File: config.mk
export PLATFORM = sky130hd
export DESIGN_NAME = pc_redirect_unit
export DESIGN_NICKNAME = d
export VERILOG_FILES = /design/src/rtl/pc_redirect_unit_pkg.sv /design/src/rtl/pc_redirect_unit_branch_cond.sv /design/src/rtl/pc_redirect_unit.sv
export SDC_FILE = /design/constraint.sdc
export NUM_CORES = 1
export LEC_CHECK = 0
export CELL_PAD_IN_SITES_DETAIL_PLACEMENT = 0
export CELL_PAD_IN_SITES_GLOBAL_PLACEMENT = 1
export CORE_MARGIN = 3
export CORE_UTILIZATION = 25
export CTS_CLUSTER_DIAMETER = 100
export DETAILED_ROUTE_END_ITERATION = 8
export GPL_ROUTABILITY_DRIVEN = 0
export PLACE_DENSITY_LB_ADDON = 0.1
export SETUP_SLACK_MARGIN = 0.2
export SLEW_MARGIN = 20
export SYNTH_ARGS = -nofsm -noshare
export SYNTH_HDL_FRONTEND = slang
export SYNTH_HIERARCHICAL = 1
export SYNTH_SLANG_ARGS = --single-unit
File: constraint.sdc
create_clock -name clk -period 3.3 [get_ports clk]
set_input_delay 0.33 -clock clk [delete_from_list [all_inputs] [get_ports clk]]
set_output_delay 0.33 -clock clk [all_outputs]
set_load 0.05 [all_outputs]
File: src/rtl/pc_redirect_unit_pkg.sv
// pc_redirect_unit_pkg: redirect FSM states and branch funct3 encodings
package pc_redirect_unit_pkg;
   typedef enum logic [1:0] {RUN, FLUSH, TRAP} state_t;
   localparam logic [2:0] BEQ  = 3'b000;
   localparam logic [2:0] BNE  = 3'b001;
   localparam logic [2:0] BLT  = 3'b100;
   localparam logic [2:0] BGE  = 3'b101;
   localparam logic [2:0] BLTU = 3'b110;
   localparam logic [2:0] BGEU = 3'b111;
endpackage

File: src/rtl/pc_redirect_unit_branch_cond.sv
// pc_redirect_unit_branch_cond: resolves branch taken from funct3 and ALU flags
module pc_redirect_unit_branch_cond
   import pc_redirect_unit_pkg::*;
(
   input  logic [2:0] funct3,
   input  logic       zero,
   input  logic       lsb,
   output logic       taken
);
   always_comb begin
      taken = (funct3 == BEQ)                     ? zero  :
              (funct3 == BNE)                     ? !zero :
              (funct3 == BLT || funct3 == BLTU)   ? lsb   :
              (funct3 == BGE || funct3 == BGEU)   ? !lsb  : 1'b0;
   end
endmodule

File: src/rtl/pc_redirect_unit.sv
// pc_redirect_unit: fetch PC register, branch/jump redirect FSM, flush counter and misaligned-target trap
module pc_redirect_unit
   import pc_redirect_unit_pkg::*;
#(
   parameter int                    DATA_WIDTH   = 32,
   parameter logic [DATA_WIDTH-1:0] RESET_VECTOR = 32'h0000_0000,
   parameter logic [DATA_WIDTH-1:0] TRAP_VECTOR  = 32'h0000_0100,
   parameter int                    FLUSH_CYCLES = 2
) (
   input  logic                  clk,
   input  logic                  rst_n,
   input  logic                  stall,
   input  logic                  valid_ex,
   input  logic                  branch,
   input  logic                  jump,
   input  logic                  jalr,
   input  logic [2:0]            funct3,
   input  logic                  zero,
   input  logic [DATA_WIDTH-1:0] aluresult,
   input  logic [DATA_WIDTH-1:0] immext,
   input  logic [DATA_WIDTH-1:0] pc_ex,
   input  logic                  trap_ack,
   output logic [DATA_WIDTH-1:0] pc,
   output logic [DATA_WIDTH-1:0] pc_plus4,
   output logic                  flush,
   output logic                  trap
);
   localparam int CW = $clog2(FLUSH_CYCLES + 1);
   state_t                  state;
   logic [CW-1:0]           cnt;
   logic                    taken, redirect, misaligned;
   logic [DATA_WIDTH-1:0]   target;
   pc_redirect_unit_branch_cond u_cond (
      .funct3 (funct3),
      .zero   (zero),
      .lsb    (aluresult[0]),
      .taken  (taken)
   );
   always_comb begin
      redirect   = valid_ex & (jump | (branch & taken));
      target     = jalr ? {aluresult[DATA_WIDTH-1:1], 1'b0} : pc_ex + immext;
      misaligned = target[1];
      pc_plus4   = pc + DATA_WIDTH'(4);
      flush      = (state == FLUSH);
      trap       = (state == TRAP);
   end
   always_ff @(posedge clk) begin
      if (!rst_n) begin
         pc    <= RESET_VECTOR;
         state <= RUN;
         cnt   <= '0;
      end else begin
         case (state)
            RUN: if (!stall) begin
               if (redirect && misaligned) begin
                  pc    <= TRAP_VECTOR;
                  state <= TRAP;
               end else if (redirect) begin
                  pc    <= target;
                  cnt   <= CW'(FLUSH_CYCLES - 1);
                  state <= FLUSH;
               end else
                  pc <= pc_plus4;
            end
            FLUSH: if (!stall) begin
               pc <= pc_plus4;
               if (cnt == '0) state <= RUN;
               else           cnt   <= cnt - 1'b1;
            end
            TRAP: if (trap_ack) state <= RUN;
            default: state <= RUN;
         endcase
      end
   end
endmodule
==> run_results.csv, run 1 <==
group,metric,value,unit
run_status,outcome,"completed",
clocking,clock-root-buffer,"sky130_fd_sc_hd__clkbuf_16",
floorplanning,initial_utilization,0.256,
drt,wire_per_inst,18.4,um
yosys,synth.cell_area,4440,um^2
yosys,yosysUniqueCellTypes,59,
yosys,synth_area_leader_cell,"sky130_fd_sc_hd__dfxtp_1",
worst_hold_path,min_path_type,"reg -> reg",
drt,residual_drc,0,
floorplanning,dieArea,19400,um^2
drt,routed-via-count,5451,
grt,number_of_global_route_vias_before_repair,5440,
drt,total_wire_length,19300,um
yosys,yosys_register_bits,35,
sta,achievable-frequency,333,MHz
setup_path,startpoint_type,"flop",
clocking,clkTransAtPathRegs,60,ps
setup_path,timing.critical_path.required,2970,ps
layout,drive_gt1_frac,0.0916,
layout,num-nets-final,960,
sta,final.min_clock_period,3000,ps
clocking,numClockSinks,35,
floorplanning,io-pin-count,174,
layout,area_delta_synth_final,50.7,%
setup_path,worstSetupPathType,"reg -> out",
sta,finalHoldWorstSlack,460,ps
job,timing.max_cap.violations,0,
sta,report.final.setup_viol,0,
clocking,cts_h_tree_depth,2,
placement,place_area,6510,um^2
yosys,synth-warning-count,6,
sta,maxSlewViolCount,0,
placement,dp_hpwl,15900,um
clocking,clock_insertion_delay_at_the_later_pin_of_the_skew_report,290,ps
sta,finClkSkew,6.12,ps
drt,ant_nets,0,
floorplanning,floorplan.die.width,139,um
grt,grt_max_degree,22,
sta,final-hold-violation-count,0,
drt,initialDrtViolationCount,338,
clocking,cts_made_buffers,5,
yosys,asyncSetResetFlopFracSynth,0,
grt,number_of_antenna_violations_at_the_first_check_in_global_routing,1,
grt,grt_first_pass_wirelength,30600,um
placement,preCtsSetupSlack,-81.8,ps
drt,first_pass_iters,5,
sta,worst-slew-pin-transition,521,ps
yosys,synth_top_area_frac,0.158,
grt,global_route.usage.total,0.194,
drt,avgViaCountPerCell,5.22,
yosys,synth-edff-count,0,
yosys,ys_dominant_reg_cell,"sky130_fd_sc_hd__dfxtp_1",
floorplanning,die_h,139,um
power_and_ir_drop,worst_ir_drop_on_vdd,0.197,mV
yosys,avgSynthCellArea,6.91,um^2
power_and_ir_drop,power_density,329,nW/um^2
sta,final.period_utilization,0.910,
sta,timing.max_slew.rel_slack,0.652,
clocking,clock_path_buffers,2,
sta,unrepaired_setup_endpoints_after_global_routing,"true",
yosys,synthTopCellsByArea,"sky130_fd_sc_hd__dfxtp_1 (16%), sky130_fd_sc_hd__ha_1 (9.3%), sky130_fd_sc_hd__nand2_1 (7.5%)",
floorplanning,number_of_cell_rows,48,
setup_path,endpoint_kind,"primary output",
setup_path,cp_max_fo,8,
sta,finalWorstSetupSlack,296,ps
yosys,seq_area_frac_synth,0.158,
clocking,clock_tree_from_tritoncts,"built",
floorplanning,placeableCoreArea,17400,um^2
yosys,postSynthCellCount,643,
placement,number_of_input_and_output_port_buffers_inserted,171,
power_and_ir_drop,static-leakage-power,2.67,nW
grt,globalRouteOverflowTotal,0,
layout,finish.instance_area,6690,um^2
setup_path,critical_path_arrival,2670,ps
metal layers:
| layer | part of all wire | GRT usage |
|---|---|---|
| met1 | 0.49 | 0.276 |
| met2 | 0.45 | 0.315 |
| met3 | 0.048 | 0.0244 |
| met4 | 0.014 | 0.0453 |
| met5 | 0 | 0 |
path summary, 6_finish.rpt:
check / to / cells after the start / start / slack (ps)
max: pc_plus4[28] / 6 / pc[4] / 300
min: cnt[1] / 2 / cnt[1] / 460
max reg2reg: pc[27] / 8 / pc[4] / 600
min reg2reg: cnt[1] / 2 / cnt[1] / 460
area by class of cell:
cell class              instances  area (um^2)
inverters                      15         56.3
flip-flops and latches         35          701
fillers                      1860        10700
repair buffers                203         1910
well taps                     225          282
clock inverters                 2         35.0
clock buffers                   6          139
multi-input cells             558         3570
diodes                          1         2.50
cells in the final DEF, fill, tap and decap left out, types with 3 or more instances in the layout:
cell type and instances:
sky130_fd_sc_hd__clkdlybuf4s50_1 153, sky130_fd_sc_hd__nor4_1 5, sky130_fd_sc_hd__dlygate4sd2_1 5, sky130_fd_sc_hd__a221oi_1 7, sky130_fd_sc_hd__and2_1 5, sky130_fd_sc_hd__mux2i_1 4, sky130_fd_sc_hd__nor2b_1 5, sky130_fd_sc_hd__a21o_1 17
sky130_fd_sc_hd__nor2_1 54, sky130_fd_sc_hd__nand2_1 89, sky130_fd_sc_hd__nand4_1 17, sky130_fd_sc_hd__o211ai_1 7, sky130_fd_sc_hd__or3_1 4, sky130_fd_sc_hd__and4_1 6, sky130_fd_sc_hd__nand2b_1 3, sky130_fd_sc_hd__clkbuf_16 5
sky130_fd_sc_hd__o21ai_0 52, sky130_fd_sc_hd__o221a_2 4, sky130_fd_sc_hd__o21bai_1 4, sky130_fd_sc_hd__o21a_1 3, sky130_fd_sc_hd__a21oi_1 64, sky130_fd_sc_hd__a211oi_1 9, sky130_fd_sc_hd__ha_1 33, sky130_fd_sc_hd__clkbuf_2 4
sky130_fd_sc_hd__o221ai_1 8, sky130_fd_sc_hd__dfxtp_1 35, sky130_fd_sc_hd__or2_2 3, sky130_fd_sc_hd__and3_1 8, sky130_fd_sc_hd__nand4_4 3, sky130_fd_sc_hd__nand3_1 24, sky130_fd_sc_hd__a31oi_1 10, sky130_fd_sc_hd__buf_4 40
sky130_fd_sc_hd__inv_1 13, sky130_fd_sc_hd__xor2_1 14, sky130_fd_sc_hd__xnor2_1 37, sky130_fd_sc_hd__o22ai_1 4, sky130_fd_sc_hd__nor3_1 21, sky130_fd_sc_hd__o31ai_1 3
through the flow:
stage               cells  utilization  total power [mW]  setup TNS [ps]
global placement     1036        0.375              1.64           -42.1
detailed placement   1036        0.375              1.64            -134
CTS                  1044        0.385              2.22               0
finish               1045        0.386              2.21               0
global route         1045        0.386              2.33               0
floorplan             644            -              1.19               0
logic make-up (layout without fill, tap and decap cells):
| kind of cell | Yosys count | after routing | share of synthesized area |
|---|---|---|---|
| adder cells (fa/ha/maj) | 34 | 34 | 0.0975 |
| XOR/XNOR | 52 | 52 | 0.104 |
| other | 1 | 3 | 0.000844 |
| buffers and inverters | 51 | 226 | 0.0476 |
| AND/OR/NAND/NOR | 256 | 256 | 0.286 |
| multiplexers | 6 | 6 | 0.0141 |
| flip-flops | 35 | 35 | 0.158 |
| AO/OA/AOI/OAI | 208 | 208 | 0.292 |
synthesized netlist by cell type (4+ instances only):
library cell                n
sky130_fd_sc_hd__nor3_1    21
sky130_fd_sc_hd__o221ai_1   8
sky130_fd_sc_hd__a221oi_1   8
sky130_fd_sc_hd__clkbuf_1  30
sky130_fd_sc_hd__nor2_1    55
sky130_fd_sc_hd__nand4_1   17
sky130_fd_sc_hd__inv_1     13
sky130_fd_sc_hd__nand3_1   24
sky130_fd_sc_hd__and3_1     8
sky130_fd_sc_hd__xor2_1    14
sky130_fd_sc_hd__and4_1     6
sky130_fd_sc_hd__xnor2_1   37
sky130_fd_sc_hd__a21oi_1   65
sky130_fd_sc_hd__or3_1      4
sky130_fd_sc_hd__and2_1     5
sky130_fd_sc_hd__o21bai_1   4
sky130_fd_sc_hd__a211oi_1  11
sky130_fd_sc_hd__a21o_1    17
sky130_fd_sc_hd__ha_1      33
sky130_fd_sc_hd__o221a_2    4
sky130_fd_sc_hd__nor4_1     6
sky130_fd_sc_hd__o211ai_1   7
sky130_fd_sc_hd__nand2_1   89
sky130_fd_sc_hd__dfxtp_1   35
sky130_fd_sc_hd__o21ai_0   53
sky130_fd_sc_hd__a31oi_1   10
sky130_fd_sc_hd__mux2i_1    4
sky130_fd_sc_hd__nor2b_1    5
sky130_fd_sc_hd__o22ai_1    4
state kept, by name (all words and copies together) (netlist names):
signal,flops
state,2
cnt,2
pc,31
where the power goes:
part           internal, mW  switching, mW  leakage [nW]
Combinational         0.457          0.673          2.30
Sequential            0.454         0.0506         0.287
Clock                 0.376          0.194        0.0869
critical path, cell delays in order (launching register included):
cell and delay (ps):
sky130_fd_sc_hd__dfxtp_1 490, sky130_fd_sc_hd__and4_1 450, sky130_fd_sc_hd__nand4_1 320, sky130_fd_sc_hd__nor4_1 340
sky130_fd_sc_hd__xnor2_1 180, sky130_fd_sc_hd__inv_1 80, sky130_fd_sc_hd__dlygate4sd2_1 530
timing repair:
item	in CTS	in global routing
buffers inserted	0	0
resized for setup	11	15
hold buffers	0	0
endpoints found under the setup margin	11	15
Power figures use the tool's default switching activity.
==> inputs of run 2 (changes only) <==
--- a/config.mk
+++ b/config.mk
@@ -5,14 +5,14 @@
 export SDC_FILE = /design/constraint.sdc
 export NUM_CORES = 1
 export LEC_CHECK = 0
-export CELL_PAD_IN_SITES_DETAIL_PLACEMENT = 0
+export CELL_PAD_IN_SITES_DETAIL_PLACEMENT = 1
 export CELL_PAD_IN_SITES_GLOBAL_PLACEMENT = 1
 export CORE_MARGIN = 3
 export CORE_UTILIZATION = 25
 export CTS_CLUSTER_DIAMETER = 100
 export DETAILED_ROUTE_END_ITERATION = 8
 export GPL_ROUTABILITY_DRIVEN = 0
-export PLACE_DENSITY_LB_ADDON = 0.1
+export PLACE_DENSITY_LB_ADDON = 0.08
 export SETUP_SLACK_MARGIN = 0.2
 export SLEW_MARGIN = 20
 export SYNTH_ARGS = -nofsm -noshare
==> run_results.csv, run 2 (synthesis gave the netlist of run 1 again) <==
group,metric,value,unit
placement,place_area,6520,um^2
setup_path,worstSetupPathType,"reg -> out",
grt,global_route.usage.total,0.204,
grt,gr-max-usage-layer,"met2",
clocking,clkTransAtPathRegs,60,ps
sta,final-hold-violation-count,0,
clocking,clock-root-buffer,"sky130_fd_sc_hd__clkbuf_16",
sta,unrepaired_setup_endpoints_after_global_routing,"true",
layout,finish.instance_area,6690,um^2
setup_path,critical_path_arrival,2610,ps
drt,ant_nets,0,
sta,timing.max_slew.rel_slack,0.650,
sta,post_route_setup_tns,0,ps
sta,final.min_clock_period,2940,ps
setup_path,cp-startpoint,"pc[4]",
floorplanning,io-pin-count,174,
sta,final.period_utilization,0.891,
grt,grt_max_degree,29,
worst_hold_path,worst_hold_startpoint,"cnt[1]",
sta,report.final.setup_viol,0,
worst_hold_path,min_path_type,"reg -> reg",
power_and_ir_drop,power_density,331,nW/um^2
setup_path,timing.critical_path.required,2970,ps
layout,fillers,2137,
layout,largest_register_ff_count,31,
grt,grt.met2_usage,0.343,
layout,drive_gt1_frac,0.0905,
layout,layout.area.seq,701,um^2
clocking,cts_made_buffers,5,
setup_path,rr_worst_depth,8,
setup_path,endpoint_kind,"primary output",
grt,number_of_antenna_violations_at_the_first_check_in_global_routing,0,
sta,finalHoldWorstSlack,473,ps
setup_path,cp_slowest_stage_delay,530,ps
setup_path,crit_buf_inv,2,
setup_path,critical_path_depth,6,
setup_path,worst_path_dominant_cell_family,"simple AND/OR/NAND/NOR gates",
placement,number_of_input_and_output_port_buffers_inserted,171,
setup_path,cp_max_fo,8,
floorplanning,die_h,139,um
placement,post-place-cells,1035,
grt,globalRouteOverflowTotal,0,
sta,worst-slew-pin-transition,523,ps
layout,multi_input_logic_area,3570,um^2
sta,maxSlewViolCount,0,
floorplanning,number_of_cell_rows,48,
drt,residual_drc,0,
grt,grt_first_pass_wirelength,32200,um
clocking,post_cts_hold_buffer_count,0,
drt,avgViaCountPerCell,5.30,
clocking,clock_insertion_delay_at_the_later_pin_of_the_skew_report,280,ps
layout,num-nets-final,959,
worst_hold_path,min_delay_path_depth,2,
setup_path,critPathSlowestCell,"sky130_fd_sc_hd__dlygate4sd2_1",
sta,achievable-frequency,340,MHz
grt,global_routing_usage_on_met1,0.283,
layout,area_delta_synth_final,50.7,%
layout,regMostFlops,"pc",
power_and_ir_drop,static-leakage-power,2.67,nW
drt,total_wire_length,20500,um
layout,final_common_cell,"sky130_fd_sc_hd__clkdlybuf4s50_1",
floorplanning,dieArea,19400,um^2
setup_path,rr_startpoint,"pc[4]",
setup_path,crit_path_cell_trace,"and4_1 -> nand4_1 -> nor4_1 -> xnor2_1 -> inv_1 -> dlygate4sd2_1",
layout,num_antenna_cells,0,
drt,first_pass_iters,4,
drt,wire_per_inst,19.6,um
sta,finClkSkew,5.51,ps
drt,initialDrtViolationCount,304,
clocking,clock_tree_from_tritoncts,"built",
floorplanning,initial_utilization,0.256,
floorplanning,floorplan.die.width,139,um
grt,global_route.usage.met3,0.0237,
run_status,outcome,"completed",
clocking,cts_h_tree_depth,2,
floorplanning,placeableCoreArea,17400,um^2
grt,number_of_global_route_vias_before_repair,5777,
power_and_ir_drop,worst_ir_drop_on_vdd,0.195,mV
layout,reg.largest.list,"pc x31, cnt x2, state x2",
clocking,clock_path_buffers,2,
clocking,numClockSinks,35,
drt,routed-via-count,5532,
placement,dp_hpwl,16900,um
layout,finish.cell_count_without_fillers,1043,
setup_path,startpoint_type,"flop",
layout,layout.cells.most_common_list,"sky130_fd_sc_hd__clkdlybuf4s50_1 (153), sky130_fd_sc_hd__nand2_1 (89), sky130_fd_sc_hd__a21oi_1 (64), sky130_fd_sc_hd__nor2_1 (54), sky130_fd_sc_hd__o21ai_0 (52)",
job,timing.max_cap.violations,0,
-- run 2: path summary, 6_finish.rpt --
check	slack [ps]	endpoint
worst max-delay path	360	pc_plus4[28]
worst min-delay path	470	cnt[1]
worst max register to register	570	pc[27]
worst min register to register	470	cnt[1]
-- run 2: per-stage QoR --
| stage | util | setup slack, ps | power [mW] |
|---|---|---|---|
| 4_1_cts | 0.385 | 177 | 2.22 |
| 5_1_grt | 0.386 | 124 | 2.34 |
| 3_5_place_dp | 0.375 | -136 | 1.66 |
| 6_report | 0.386 | 359 | 2.22 |
| 2_1_floorplan | - | 219 | 1.19 |
| 3_3_place_gp | 0.375 | -25.6 | 1.65 |
-- run 2: area by class of cell --
cell class                      instances  share of cell area
Timing Repair Buffer                  202               0.286
Tap cell                              225              0.0421
Inverter                               15             0.00841
Multi-Input combinational cell        558               0.534
Sequential cell                        35               0.105
Clock buffer                            5              0.0187
Clock inverter                          3             0.00654
-- run 2: layer usage --
layer  wire (um)  share of wire
met5           0              0
met4         222          0.011
met3         928          0.045
met2        9570           0.47
met1        9730           0.48
-- run 2: worst reg2reg max path: cells and delay by family (launching register included) --
kind	cells	cell delay (ps)
AO/OA/AOI/OAI	2	640
AND/OR/NAND/NOR	5	1260
multiplexers	1	290
flip-flops	1	490
-- run 2: what timing repair did --
item	in CTS	in global routing
resized for setup	10	12
setup buffers	0	0
endpoints found under the setup margin	10	14
-- run 2: power breakdown --
part	internal (mW)	switching, mW	leakage, nW
logic	0.460	0.689	2.30
clock network	0.357	0.205	0.0838
registers	0.454	0.0510	0.287
total	1.27	0.945	2.67
==> RTL edit: new RTL, flow settings as in run 1 <==
Change the parameter `FLUSH_CYCLES` from 2 to 1.
--- a/src/rtl/pc_redirect_unit.sv
+++ b/src/rtl/pc_redirect_unit.sv
@@ -6,5 +6,5 @@
    parameter logic [DATA_WIDTH-1:0] RESET_VECTOR = 32'h0000_0000,
    parameter logic [DATA_WIDTH-1:0] TRAP_VECTOR  = 32'h0000_0100,
-   parameter int                    FLUSH_CYCLES = 2
+   parameter int                    FLUSH_CYCLES = 1
 ) (
    input  logic                  clk,
Check against the original RTL: not equivalent (Yosys sat finds a counterexample within 4 cycles, from zero or initial values and one cycle with rst_n low).
==> RTL edit against run 1 <==
- critical path depth grew 8
- sequential cell count shrank 2
- power shrank 8.9%
- final area shrank 6.3%
- global-route usage shrank 1.8 points
- die area shrank 8.0%
- area after synthesis shrank 8.3%
- synthesized cell count shrank 11%
- register-to-register slack gained 0.31 ns
- setup slack gained 0.061 ns
- routed wire length shrank 15%
- critical path type is now input pin to register
- critical endpoint is now pc[30]
==> RTL edit: results (changes against run 1) <==
* Non-filler cells, final at 959 (-8.2%)
* Wire length on met1 at 7900 microns (-16%)
* Total global-route track usage at 0.176 (-0.0181)
* DP HPWL at 13,400 microns (-16%)
* Met3 wire length at 873 microns (-4.7%)
* Max-Slew Margin vs Limit at 0.630 (-0.0218)
* Largest regs: pc x31, state x2
* Status: finished clean
* DR pass1 iterations at 4 (-1)
* Pin count of the biggest net entering global routing at 46 (+110%)
* Pleak at 2.56 nW (-4.2%)
* Nets at 884 (-7.9%)
* Reg2reg start: pc[13]
* Area after DPL at 0.00607 sq mm (-6.7%)
* Critical path's top delay family: compound AO/OA/AOI/OAI gates
* Maximum vdd drop at 0.000161 V (-19%)
* Yosys top cell area share at 0.162 (+0.00447)
* Layout Skew at 0.00328 ns (-0.00284 ns)
* Met1 GRT Util at 0.251 (-0.0246)
* Unique masters post-synth at 60 (+1.7%)
* Final instance area at 0.00627 sq mm (-6.3%)
* HP Start: pc[0]
* CP max FO at 3 (-5)
* Mapped Cells at 571 (-11%)
* Worst path max stage delay at 0.40 ns (-0.13 ns)
* GRT met2 Usage at 0.279 (-0.0352)
* R2R Setup Slk at 0.91 ns (+0.31 ns)
* Critical path arrival at 3.13 ns (+0.46 ns)
* Final-layout fill cell count at 1,685 (-9.4%)
* Placed instance count at 951 (-8.2%)
* Worst path slowest cell: clkdlybuf4s50_1
* First-pass GRT wire length at 25,200 microns (-18%)
* Share of layout cells above drive strength 1 at 0.0821 (-0.00948)
* Average routed wire per standard cell at 17.0 microns (-7.6%)
* Vias in the first global route at 4,611 (-15%)
-- RTL edit: repair_timing --
| item | CTS | global route |
|---|---|---|
| buffers inserted | 1 | 0 |
| endpoints found under the setup margin | 1 | 10 |
| gates resized for setup | 0 | 10 |
| hold endpoints to repair | 0 | 0 |
| pin swaps | 1 | 2 |
-- RTL edit: how the worst max path moves through the flow --
stage / from / endpoint / depth (start not counted) / slack [ns]
after floorplan: pc[2] / pc[30] / 9 / 0.25
after global placement: immext[0] / pc[30] / 13 / -0.00002
after detailed placement: immext[0] / pc[30] / 13 / -0.08
after CTS: immext[0] / pc[30] / 14 / 0.25
after global routing: immext[4] / pc[11] / 11 / 0.19
final: immext[0] / pc[30] / 14 / 0.36
-- RTL edit: cells by family (layout without fill, tap and decap cells) --
kind of cell / count (synthesis) / after routing / share of synthesized area
compound gates: 181 / 181 / 0.294
xor+xnor: 56 / 56 / 0.122
fa+ha+maj: 33 / 33 / 0.103
buf+inv: 45 / 216 / 0.0486
flops: 33 / 33 / 0.162
mux: 5 / 5 / 0.0123
other cells: 1 / 2 / 0.000921
simple gates: 217 / 217 / 0.256
-- RTL edit: area by class of cell --
cell class                 count  share of cell area
tap                          216              0.0431
clock buffer                   7              0.0228
inverter                      12             0.00719
multi-input combinational    494               0.520
sequential                    33               0.105
timing repair buffer         197               0.302
-- RTL edit: power groups by stage --
| stage | Sequential [mW] | Combinational, mW | Clock, mW |
|---|---|---|---|
| 6_report | 0.473 | 1.06 | 0.471 |
| 5_1_grt | 0.478 | 1.15 | 0.495 |
| 4_1_cts | 0.473 | 1.06 | 0.485 |
| 3_5_place_dp | 0.481 | 1.05 | 0 |
| 3_3_place_gp | 0.481 | 1.05 | 0 |
| 2_1_floorplan | 0.562 | 0.548 | 0 |
